$ cat src/rtl/blockade_rom_loader.sv
// Blockade ROM download writer: strips a one-byte mode header off the HPS byte stream,
// issues paced dn_wr pulses into the ROM images and holds the core in reset until a good image lands.
module blockade_rom_loader #(
   parameter int unsigned ROM_BYTES    = 5120,
   parameter int unsigned WR_GAP       = 1,
   parameter int unsigned RESET_HOLD   = 16,
   parameter logic [1:0]  DEFAULT_MODE = 2'd0
) (
   input  logic        clk,
   input  logic        reset,
   input  logic        load,
   input  logic [7:0]  s_data,
   input  logic        s_valid,
   output logic        s_ready,
   output logic [13:0] dn_addr,
   output logic [7:0]  dn_data,
   output logic        dn_wr,
   output logic [1:0]  game_mode,
   output logic        core_reset,
   output logic        busy,
   output logic        done,
   output logic        error
);

   localparam logic [13:0] LP_LAST = 14'(ROM_BYTES);
   localparam logic [3:0]  LP_GAP  = 4'(WR_GAP);
   localparam logic [7:0]  LP_HOLD = 8'(RESET_HOLD);

   typedef enum logic [2:0] {
      S_IDLE,
      S_HEADER,
      S_DATA,
      S_DRAIN,
      S_HOLD,
      S_FAIL
   } state_t;

   state_t      r_state, w_state_nxt;
   logic        r_load_q;
   logic        r_end_pend, w_end_pend_nxt;
   logic [13:0] r_cnt, w_cnt_nxt;
   logic [3:0]  r_gap, w_gap_nxt;
   logic [7:0]  r_hold, w_hold_nxt;
   logic [13:0] r_dn_addr, w_dn_addr_nxt;
   logic [7:0]  r_dn_data, w_dn_data_nxt;
   logic        r_dn_wr, w_dn_wr_nxt;
   logic [1:0]  r_mode, w_mode_nxt;
   logic        r_core_reset, w_core_reset_nxt;
   logic        r_busy, w_busy_nxt;
   logic        r_done, w_done_nxt;
   logic        r_error, w_error_nxt;

   logic        w_load_rise;
   logic        w_load_fall;
   logic        w_active;
   logic        w_ready;
   logic        w_accept;
   logic [13:0] w_cnt_inc;

   assign w_load_rise = load & ~r_load_q;
   assign w_load_fall = ~load & r_load_q;
   assign w_active    = (r_state == S_HEADER) || (r_state == S_DATA) || (r_state == S_DRAIN);
   assign w_cnt_inc   = r_cnt + 14'd1;

   // The stream is closed for the one cycle in which the end-of-load decision is taken,
   // so the counter and error flag it looks at can no longer move underneath it.
   assign w_ready  = ~r_end_pend &&
                     ((r_state == S_HEADER) || (r_state == S_DRAIN) ||
                      ((r_state == S_DATA) && (r_gap == '0)));
   assign w_accept = w_ready & s_valid;

   always_ff @(posedge clk or posedge reset) begin
      if (reset) begin
         r_state      <= S_IDLE;
         r_load_q     <= 1'b0;
         r_end_pend   <= 1'b0;
         r_cnt        <= '0;
         r_gap        <= '0;
         r_hold       <= '0;
         r_dn_addr    <= '0;
         r_dn_data    <= '0;
         r_dn_wr      <= 1'b0;
         r_mode       <= DEFAULT_MODE;
         r_core_reset <= 1'b1;
         r_busy       <= 1'b0;
         r_done       <= 1'b0;
         r_error      <= 1'b0;
      end else begin
         r_state      <= w_state_nxt;
         r_load_q     <= load;
         r_end_pend   <= w_end_pend_nxt;
         r_cnt        <= w_cnt_nxt;
         r_gap        <= w_gap_nxt;
         r_hold       <= w_hold_nxt;
         r_dn_addr    <= w_dn_addr_nxt;
         r_dn_data    <= w_dn_data_nxt;
         r_dn_wr      <= w_dn_wr_nxt;
         r_mode       <= w_mode_nxt;
         r_core_reset <= w_core_reset_nxt;
         r_busy       <= w_busy_nxt;
         r_done       <= w_done_nxt;
         r_error      <= w_error_nxt;
      end
   end

   always_comb begin
      w_state_nxt      = r_state;
      w_end_pend_nxt   = r_end_pend;
      w_cnt_nxt        = r_cnt;
      w_gap_nxt        = r_gap;
      w_hold_nxt       = r_hold;
      w_dn_addr_nxt    = r_dn_addr;
      w_dn_data_nxt    = r_dn_data;
      w_dn_wr_nxt      = 1'b0;
      w_mode_nxt       = r_mode;
      w_core_reset_nxt = r_core_reset;
      w_busy_nxt       = r_busy;
      w_done_nxt       = r_done;
      w_error_nxt      = r_error;

      if (w_load_rise) begin
         w_state_nxt      = S_HEADER;
         w_end_pend_nxt   = 1'b0;
         w_cnt_nxt        = '0;
         w_gap_nxt        = '0;
         w_core_reset_nxt = 1'b1;
         w_busy_nxt       = 1'b1;
         w_done_nxt       = 1'b0;
         w_error_nxt      = 1'b0;
      end else begin
         unique case (r_state)
            S_HEADER: begin
               if (w_accept) begin
                  if (s_data[7:2] == '0) begin
                     w_mode_nxt  = s_data[1:0];
                     w_state_nxt = S_DATA;
                  end else begin
                     w_error_nxt = 1'b1;
                     w_state_nxt = S_DRAIN;
                  end
               end
            end
            S_DATA: begin
               if (r_gap != '0) begin
                  w_gap_nxt = r_gap - 4'd1;
               end
               if (w_accept) begin
                  w_dn_wr_nxt   = 1'b1;
                  w_dn_addr_nxt = r_cnt;
                  w_dn_data_nxt = s_data;
                  w_cnt_nxt     = w_cnt_inc;
                  w_gap_nxt     = LP_GAP;
                  if (w_cnt_inc == LP_LAST) begin
                     w_state_nxt = S_DRAIN;
                  end
               end
            end
            S_DRAIN: begin
               if (w_accept) begin
                  w_error_nxt = 1'b1;
               end
            end
            S_HOLD: begin
               if (r_hold == '0) begin
                  w_core_reset_nxt = 1'b0;
                  w_state_nxt      = S_IDLE;
               end else begin
                  w_hold_nxt = r_hold - 8'd1;
               end
            end
            default: begin
            end
         endcase

         // The falling edge only arms the decision; it is resolved one cycle later so a byte
         // taken on the falling cycle is already counted.
         if (w_active) begin
            if (r_end_pend) begin
               w_end_pend_nxt = 1'b0;
               w_busy_nxt     = 1'b0;
               if ((r_cnt == LP_LAST) && !r_error) begin
                  w_state_nxt = S_HOLD;
                  w_hold_nxt  = LP_HOLD;
                  w_done_nxt  = 1'b1;
               end else begin
                  w_state_nxt = S_FAIL;
                  w_error_nxt = 1'b1;
               end
            end else if (w_load_fall) begin
               w_end_pend_nxt = 1'b1;
            end
         end
      end
   end

   assign s_ready    = w_ready;
   assign dn_addr    = r_dn_addr;
   assign dn_data    = r_dn_data;
   assign dn_wr      = r_dn_wr;
   assign game_mode  = r_mode;
   assign core_reset = r_core_reset;
   assign busy       = r_busy;
   assign done       = r_done;
   assign error      = r_error;

endmodule

$ cat config.mk
export PLATFORM = sky130hd
export DESIGN_NAME = blockade_rom_loader
export DESIGN_NICKNAME = d
export VERILOG_FILES = /design/src/rtl/blockade_rom_loader.sv
export SDC_FILE = /design/constraint.sdc
export NUM_CORES = 1
export LEC_CHECK = 0
export ABC_AREA = 0
export ABC_CLOCK_PERIOD_IN_PS = 2200
export BUFFER_PORTS_ARGS = -buffer_cell sky130_fd_sc_hd__buf_4
export CAP_MARGIN = 15
export CORE_MARGIN = 2
export CORE_UTILIZATION = 59
export CTS_BUF_LIST = sky130_fd_sc_hd__clkbuf_4
export CTS_CLUSTER_SIZE = 8
export DETAILED_ROUTE_END_ITERATION = 12
export GPL_TIMING_DRIVEN = 0
export PLACE_DENSITY = 0.81
export SYNTH_ARGS = -nofsm -noshare
export SYNTH_HDL_FRONTEND = slang
export SYNTH_SLANG_ARGS = --single-unit
$ cat constraint.sdc
create_clock -name clk -period 2.2 [get_ports clk]
set_clock_uncertainty 0.15 [all_clocks]
set_input_delay 0.33 -clock clk [delete_from_list [all_inputs] [get_ports clk]]
set_output_delay 0.33 -clock clk [all_outputs]
set_load 0.01 [all_outputs]
* After elaboration in Yosys (flattened, before gate mapping)
Cells that the tools add are included.
W data, S select, Z words.
** Operators by class
- Add/sub/neg operators :: 3
- Multiply operators :: 0
- Divide/modulo/power cells :: 0
- Magnitude comparators :: 0
- Eq/ne operators :: 6
- Shifts and indexed selects :: 0
- Multiplexer cells :: 47
- Bitwise logic cells :: 7
- Reduce and logical (&&, ||, !) cells :: 27
** Operators by type and width (number)
- $mux W14 :: 3
- $mux W8 :: 5
- $eq A14 B13 Y1 const B :: 2
- $mux W1 :: 26
- $mux W3 :: 7
- $mux W4 :: 4
- $add A14 B1 Y14 const B :: 1
- $reduce_bool A2 Y1 :: 7
- $pmux W3 S3 :: 1
- $logic_not A8 Y1 :: 1
- $reduce_and A2 Y1 :: 4
- $sub A8 B1 Y8 const B :: 1
- $eq A3 B2 Y1 const B :: 2
- $logic_not A6 Y1 :: 1
- $reduce_and A3 Y1 :: 2
- $logic_not A4 Y1 :: 1
- $logic_or A1 B1 Y1 :: 4
- $not A1 Y1 :: 4
- $reduce_and A4 Y1 :: 1
- $reduce_bool A4 Y1 :: 1
- $sub A4 B1 Y4 const B :: 1
- $and A1 B1 Y1 :: 3
- $eq A3 B1 Y1 const B :: 1
- $eq A3 B3 Y1 const B :: 1
- other kinds (4) :: 6
** Storage, ports and cells
- Flip-flop bits (word level) :: 60
- Bits in latches :: 0
- Bits in writable memories :: 0
- Memory bits (read-only) :: 0
- Input port bits :: 12
- Output and inout bits :: 30
- Memories :: 0

* Depth between registers and ports, before layout
Gate-level depths: netlist (run 1).
- Word-level depth :: 11
- Mapped depth :: 9
- Mapped depth without buffers :: 7

* Worst setup path before layout (run 1)
Ideal clock, no wire load.
- Kind :: reg-to-reg
- Start point :: register r_gap[0]
- End point :: register r_dn_addr[2] (netlist: dn_addr[2])
- Arrival :: 1.624 ns
- Slack :: 0.301 ns
- Stages on the path, launching flop included :: 9
- Path buffers :: 2
- Clock period less this slack :: 1.899 ns
- Path through :: dfrtp_1 -> inv_1 -> ha_1 -> nor3b_2 -> and3_1 -> buf_4 -> nand2_4 -> buf_6 -> mux2_2
** On the way
- Word-level cells in the longest chain between the ends :: 6
** Ends and longest elaborated chain
- start: declaration :: RTL line 42 : logic [3:0] r_gap, w_gap_nxt;
- start signal: assignment :: RTL line 93 : r_gap <= w_gap_nxt;
- $logic_not A4 Y1 :: RTL line 69 : ((r_state == S_DATA) && (r_gap == '0)));
- $logic_and A1 B1 Y1 :: RTL line 69
- $logic_or A1 B1 Y1 :: RTL line 68 : ((r_state == S_HEADER) || (r_state == S_DRAIN) ||
- $logic_and A1 B1 Y1 :: RTL line 67 : assign w_ready = ~r_end_pend &&
- $and A1 B1 Y1 :: RTL line 70 : assign w_accept = w_ready & s_valid;
- $reduce_and A3 Y1 (no source line)
- end signal: assignment :: RTL line 95 : r_dn_addr <= w_dn_addr_nxt;
- end: declaration :: RTL line 44 : logic [13:0] r_dn_addr, w_dn_addr_nxt;
No other way between the ends.
A chain may end at the register's enable or synchronous reset.

* Worst setup path in the final report (run 1)
- Start point :: register r_gap[0]
- End point :: register r_cnt[12]
** On the way
- Word-level cells in the longest chain between the ends :: 7
** Ends and longest elaborated chain
- $logic_not A4 Y1 :: RTL line 69
- $logic_and A1 B1 Y1 :: RTL line 69
- $logic_or A1 B1 Y1 :: RTL line 68
- $logic_and A1 B1 Y1 :: RTL line 67
- $and A1 B1 Y1 :: RTL line 70
- $reduce_bool A2 Y1 (no source line)
- $reduce_and A2 Y1 (no source line)
- end signal: assignment :: RTL line 92 : r_cnt <= w_cnt_nxt;
- end: declaration :: RTL line 41 : logic [13:0] r_cnt, w_cnt_nxt;
No other way between the ends.

==> results of run 1 <==
cell usage in the layout (no fill, tap or decap), types with 4 or more instances in the layout:
cell type      instances
ha_1                   4
clkbuf_4              11
xor2_1                 9
nand4_1               11
o22ai_1                5
nand2_1               23
a21oi_1                8
mux2_2                20
clkbuf_1               5
nand3_1               14
buf_2                  7
o21ai_0               11
inv_1                 17
dlygate4sd3_1         10
nor3_1                 9
dfrtp_1               59
xnor2_1                8
nor2_1                27
buf_4                 46
metrics by stage:
stage / hold slack [ns] / power (mW) / util / cell area, um^2
detailed placement: 0.265 / 1.78 / 0.693 / 3510
floorplan: 0.211 / 1.64 / - / 3100
finish: 0.311 / 2.59 / 0.762 / 3870
CTS: 0.314 / 2.58 / 0.742 / 3760
global route: 0.330 / 2.71 / 0.762 / 3870
global placement: 0.296 / 1.75 / 0.689 / 3490
power by group through the flow:
stage	Clock (mW)	Sequential, mW	Combinational (mW)
global placement	0	1.33	0.421
detailed placement	0	1.33	0.444
CTS	0.752	1.32	0.508
global route	0.793	1.34	0.583
finish	0.745	1.32	0.521
floorplan	0	1.32	0.319
layer usage:
| layer | routed length (um) | track usage |
|---|---|---|
| met1 | 2870 | 0.314 |
| met4 | 117 | 0.0891 |
| met2 | 3650 | 0.425 |
| met5 | 0 | 0 |
| met3 | 406 | 0.0924 |
final cells by class:
type / count / share of cell area
timing repair buffer: 58 / 0.126
buffer: 18 / 0.0317
sequential: 60 / 0.389
tap: 70 / 0.0226
clock inverter: 3 / 0.0104
multi-input combinational: 206 / 0.381
inverter: 19 / 0.0184
clock buffer: 11 / 0.0214
worst register-to-register path: stages (launching register included):
cell	delay, ns
dfrtp_1	0.42
inv_1	0.07
ha_2	0.17
nor3b_4	0.22
buf_4	0.16
and3_4	0.18
buf_6	0.15
nand3_4	0.09
or3_4	0.38
a21oi_2	0.13
repair_timing:
action / CTS / global route
hold buffers: 10 / 0
endpoints found under the hold margin: 31 / 0
gates resized for setup: 3 / 15
pin swaps: 0 / 1
endpoints found under the setup margin: 1 / 28
setup buffers: 1 / 5
state kept, by name (all words and copies together), names as in the netlist:
| register | flops |
|---|---|
| dn_addr | 14 |
| r_cnt | 14 |
| dn_data | 8 |
| r_hold | 8 |
| r_gap | 4 |
| r_state | 3 |
| game_mode | 2 |
| busy | 1 |
| core_reset | 1 |
| dn_wr | 1 |
| done | 1 |
| error | 1 |
| r_end_pend | 1 |
| r_load_q | 1 |
kinds of logic (layout without fill, tap and decap cells):
group | count (synthesis) | after routing | synth area share
flip-flops | 60 | 60 | 0.485
multiplexers | 23 | 23 | 0.0828
XOR/XNOR | 17 | 17 | 0.0480
buffers and inverters | 37 | 109 | 0.0573
AND/OR/NAND/NOR | 120 | 120 | 0.222
AO/OA/AOI/OAI | 41 | 41 | 0.0852
adder cells (fa/ha/maj) | 5 | 5 | 0.0202
final timing paths:
check                            from          to  slack, ns  cells after the start
setup / recovery             r_gap[0]   r_cnt[12]      0.005                      9
hold / removal             core_reset  core_reset       0.31                      2
setup reg to reg             r_gap[0]   r_cnt[12]      0.005                      9
hold reg to reg            core_reset  core_reset       0.31                      2
max in group asynchronous       reset   r_cnt[12]       0.94                      4
min in group asynchronous       reset  dn_data[1]       0.38                      3
==> summary.md, run 1 <==
| Metric | Value |
|---|---|
| Status | `finished, final reports clean` |
| CP max stage cell | `dfrtp_1` |
| Area contributors post-synth | `dfrtp_1, mux2_2, nor2_1` |
| Cells after Synth | `303` |
| Routability congestion estimate | `~0.83` |
| Die Span Y | `about 76 um` |
| Wirelength per Cell | `15.8 um` |
| Finished Layout Cells | `445` |
| Unrepaired setup endpoints after global routing | `true` |
| Post-synth top area cell | `dfrtp_1` |
| Mapped Avg Cell Area | `about 10 um^2` |
| Sequential fraction of the synthesis area | `0.485` |
| # nets final | `about 390` |
| Clk pwr share | `0.288` |
| Most common cell in the synthesized netlist | `dfrtp_1` |
| WL final | `~7000 um` |
| Worst-Margin Slew | `0.548 ns` |
| Layout cell share with drive strength beyond 1 | `0.309` |
| Post-synth EDFFs | `0` |
| Drt first pass iters | `4` |
| Pre-CTS setup slack | `0.0679 ns` |
| Flop pwr share | `0.511` |
| # fillers | `362` |
| CP Cell Sequence | `inv_1 > ha_2 > nor3b_4 > buf_4 > and3_4 > buf_6 > nand3_4 > or3_4 > a21oi_2` |
| Largest net degree at the start of global routing | `38` |
| # rows | `26` |
| Crit path DAT | `around 2.4 ns` |
| Syn. warnings | `0` |
| Fin crit share | `0.998` |
| Syn nets | `320` |
| CP Capture Type | `flip-flop` |
| Sw Ratio | `0.293` |
| Die footprint | `5850 um^2` |
| DRC Markers | `0` |
| CP delay by family, top | `simple AND/OR/NAND/NOR gates` |
| Reg clk slew, reported paths | `about 0.09 ns` |
| Routed vias/inst | `5.65` |
| CTS Buffer Depth | `2` |
| Final setup violation count | `0` |
| Leakage | `about 1.8 nW` |
| CTS Buf Count | `9` |
| PD cells | `669 nW/um^2` |
| Final hold vios | `0` |
| Rel. slew slack | `0.632` |
| Post-synth top area share | `0.476` |
| Antenna Nets Post-Route | `0` |
| TritonCTS Sinks | `60` |
| Fin Setup TNS | `0 ns` |
| Chip Width | `76.5 um` |
| Antenna violations before repair | `0` |
| CP startpoint kind | `flip-flop` |
| Initial core utilization | `0.611` |
| Post-synth top flop | `dfrtp_1` |
| Clock latency on the worst-skew pair | `0.42 ns` |
| Share of flip-flops with an asynchronous set or reset | `1.00` |
| Max-cap violations | `0` |
| WP data required | `between 2 and 2.5 ns` |
| NetSw | `0.758 mW` |
| Area growth syn-to-layout | `24.8%` |
| FMAX | `~0.46 GHz` |
| Final worst slack | `0.00457 ns` |
| Int Pwr | `1.83 mW` |
| CP max FO | `5` |
| Placed Cells | `415` |
| H-tree depth | `3` |
| Synth cell types | `50` |
| Number of buffers and inverters on the critical path | `3` |
| Global route total overflow | `0` |
| DRT iter0 DRCs | `about 160` |
| Post-Syn Area | `3100 um^2` |
| First-pass GRT wire length | `around 12000 um` |
| Slew Limit Fails | `0` |
| I/O Pins | `42` |
| Fin crit period | `2.20 ns` |
| Root Buffer | `clkbuf_4` |
| Diode count | `0` |
| Port Buffers | `41` |
| Max IR drop VDD | `0.000467 V` |
| Core area | `around 5100 um^2` |
| GRT Total Usage | `0.257` |
| Synth cell count leaders | `dfrtp_1, nor2_1, nand2_1, mux2_2, inv_1` |
| Crit-path max cell delay | `approximately 0.42 ns` |
| Min-Delay Path Class | `reg -> reg` |
| Crit path kind | `reg -> reg` |
| Seq. cell area | `1500 um^2` |
| CTS tree | `yes` |
| Routed vias | `roughly 2.5k` |
| Vias in the first global route | `2445` |
| Combinational fraction of design power | `0.201` |
| Hpwl dp | `4660 um` |
| Yosys reg bits | `60` |
| Multi-input logic area | `about 1500 um^2` |
No activity file was read; power rests on OpenSTA's default activity.
==> inputs of run 2 (changes only) <==
- HOLD_SLACK_MARGIN: not set -> 0.15
- REMOVE_ABC_BUFFERS: not set -> 1
- TNS_END_PERCENT: not set -> 1
==> summary.md, run 2 (synthesis gave the netlist of run 1 again) <==
| Metric | Value |
|---|---|
| Hpwl dp | `4320 um` |
| Initial core utilization | `0.611` |
| Crit-path max cell delay | `0.40 ns` |
| Root Buffer | `clkbuf_4` |
| Crit path kind | `reg -> out` |
| Vias in the first global route | `2422` |
| Port Buffers | `41` |
| M1 WL | `2950 um` |
| I/O Pins | `42` |
| Max IR drop VDD | `0.000465 V` |
| Min-Delay Path Class | `in -> reg` |
| WL final | `6850 um` |
| Fin crit period | `2.16 ns` |
| Worst-Margin Slew | `0.759 ns` |
| CP Cell Sequence | `inv_2 > ha_2 > nor3b_4 > a21oi_2 > nor3_2 > buf_4` |
| WP data required | `1.72 ns` |
| Reg-to-Reg End | `dn_data[0]` |
| Worst Setup EP | `s_ready` |
| Core area | `5070 um^2` |
| Antenna Nets Post-Route | `0` |
| R2r worst-path depth | `8` |
| Wirelength per Cell | `15.8 um` |
| Clock latency on the worst-skew pair | `0.41 ns` |
| Global route total overflow | `0` |
| CTS tree | `yes` |
| Reg clk slew, reported paths | `0.10 ns` |
| Final setup violation count | `0` |
| DRC Markers | `0` |
| TritonCTS Sinks | `60` |
| Fin Setup TNS | `0 ns` |
| Routed vias | `2516` |
| Finished Cell Area | `3860 um^2` |
| DP Area | `3430 um^2` |
| WL met2 | `3450 um` |
| CP startpoint kind | `flip-flop` |
| Die footprint | `~5800 um^2` |
| Slew Limit Fails | `0` |
| PD cells | `728 nW/um^2` |
| Pre-CTS setup slack | `-0.399 ns` |
| FMAX | `about 0.46 GHz` |
| Status | `finished, final reports clean` |
| Rel. slew slack | `0.493` |
| Commonest non-fill, non-tap cells in the layout | `dfrtp_1, buf_4, nor2_1` |
| Leakage | `~1.8 nW` |
| Chip Width | `76.5 um` |
| Largest net degree at the start of global routing | `37` |
| DRT iter0 DRCs | `roughly 130` |
| R2r startpoint | `r_gap[1]` |
| Antenna violations before repair | `0` |
| Routed length on met3 | `305 um` |
| # nets final | `377` |
| CTS Buf Count | `9` |
| Routed vias/inst | `roughly 5.8` |
| # rows | `26` |
| Max-cap violations | `0` |
| First-pass GRT wire length | `11400 um` |
| GRT Total Usage | `0.244` |
| Final worst slack | `around 0.040 ns` |
| Area growth syn-to-layout | `24.4%` |
| Commonest non-fill, non-tap cell in the layout | `dfrtp_1` |
| Fin crit share | `0.982` |
| Crit path launch | `r_gap[1]` |
| Drt first pass iters | `5` |
| CTS Buffer Depth | `2` |
| Routability congestion estimate | `0.766` |
| Uppermost routed layer | `met4` |
| Total power | `2.81 mW` |
| Die Span Y | `76.5 um` |
| H-tree depth | `3` |
| Unrepaired setup endpoints after global routing | `true` |
| Diode count | `0` |
| Worst reg2reg setup slack | `0.05 ns` |
| Final hold vios | `0` |
| Crit path DAT | `approximately 1.7 ns` |
| CP max FO | `3` |
| CP Capture Type | `output port` |
| CP max stage cell | `dfrtp_1` |
| Layout cell share with drive strength beyond 1 | `0.312` |
==> run 2: cell types whose count changed in the layout (fill, tap and decap cells not counted), sizes merged <==
cell,previous run,this run
and3,3,4
buf,60,52
bufinv,1,2
clkbuf,17,10
clkinv,2,4
dlygate4sd3,10,11
==> run 2: area by class of cell <==
class | count | area, um^2
Timing Repair Buffer | 63 | 537
Clock inverter | 6 | 78.8
Clock buffer | 10 | 75.1
Tap cell | 70 | 87.6
Fill cell | 361 | 1220
Sequential cell | 60 | 1500
Multi-Input combinational cell | 207 | 1500
Inverter | 19 | 71.3
==> run 2: worst min path at each step <==
stage / from / end / cells past startpoint
2_1_floorplan: load / r_load_q / 0
3_3_place_gp: core_reset / core_reset / 2
3_5_place_dp: core_reset / core_reset / 2
4_1_cts: load / r_gap[1] / 3
5_1_grt: load / r_cnt[13] / 3
6_report: load / r_gap[1] / 3
==> run 2: stage by stage <==
stage | cells | util | hold WS, ns
final | 435 | 0.760 | 0.231
after global routing | 435 | 0.760 | 0.246
after CTS | 428 | 0.737 | 0.313
after detailed placement | 398 | 0.675 | 0.304
after global placement | 396 | 0.668 | 0.296
after floorplan | 285 | - | 0.211
==> run 2: report_power, final <==
group,internal [mW],switching (mW)
registers,1.20,0.122
clock network,0.465,0.412
logic,0.325,0.280
total,1.99,0.814
==> run 2: repair_timing <==
item,4_1_cts,5_1_grt
hold buffers,11,0
setup endpoints to repair,35,28
gates cloned,0,1
setup buffers,3,6
hold endpoints to repair,47,0
pin swaps,1,6
resized for setup,6,13
==> run 2: routing by layer <==
layer  vias up  global-route usage
li1       1183                   -
met1      1235               0.305
met2        78               0.412
met3        20              0.0450
met4         0               0.115
met5         -                   0
==> run 2: worst max-delay path: cells and delay by family, from the launching register on <==
kind	cells	cell delay, ns
AO/OA/AOI/OAI	1	0.12
flip-flops	1	0.40
buffers and inverters	2	0.20
AND/OR/NAND/NOR	2	0.37
adder cells (fa/ha/maj)	1	0.18
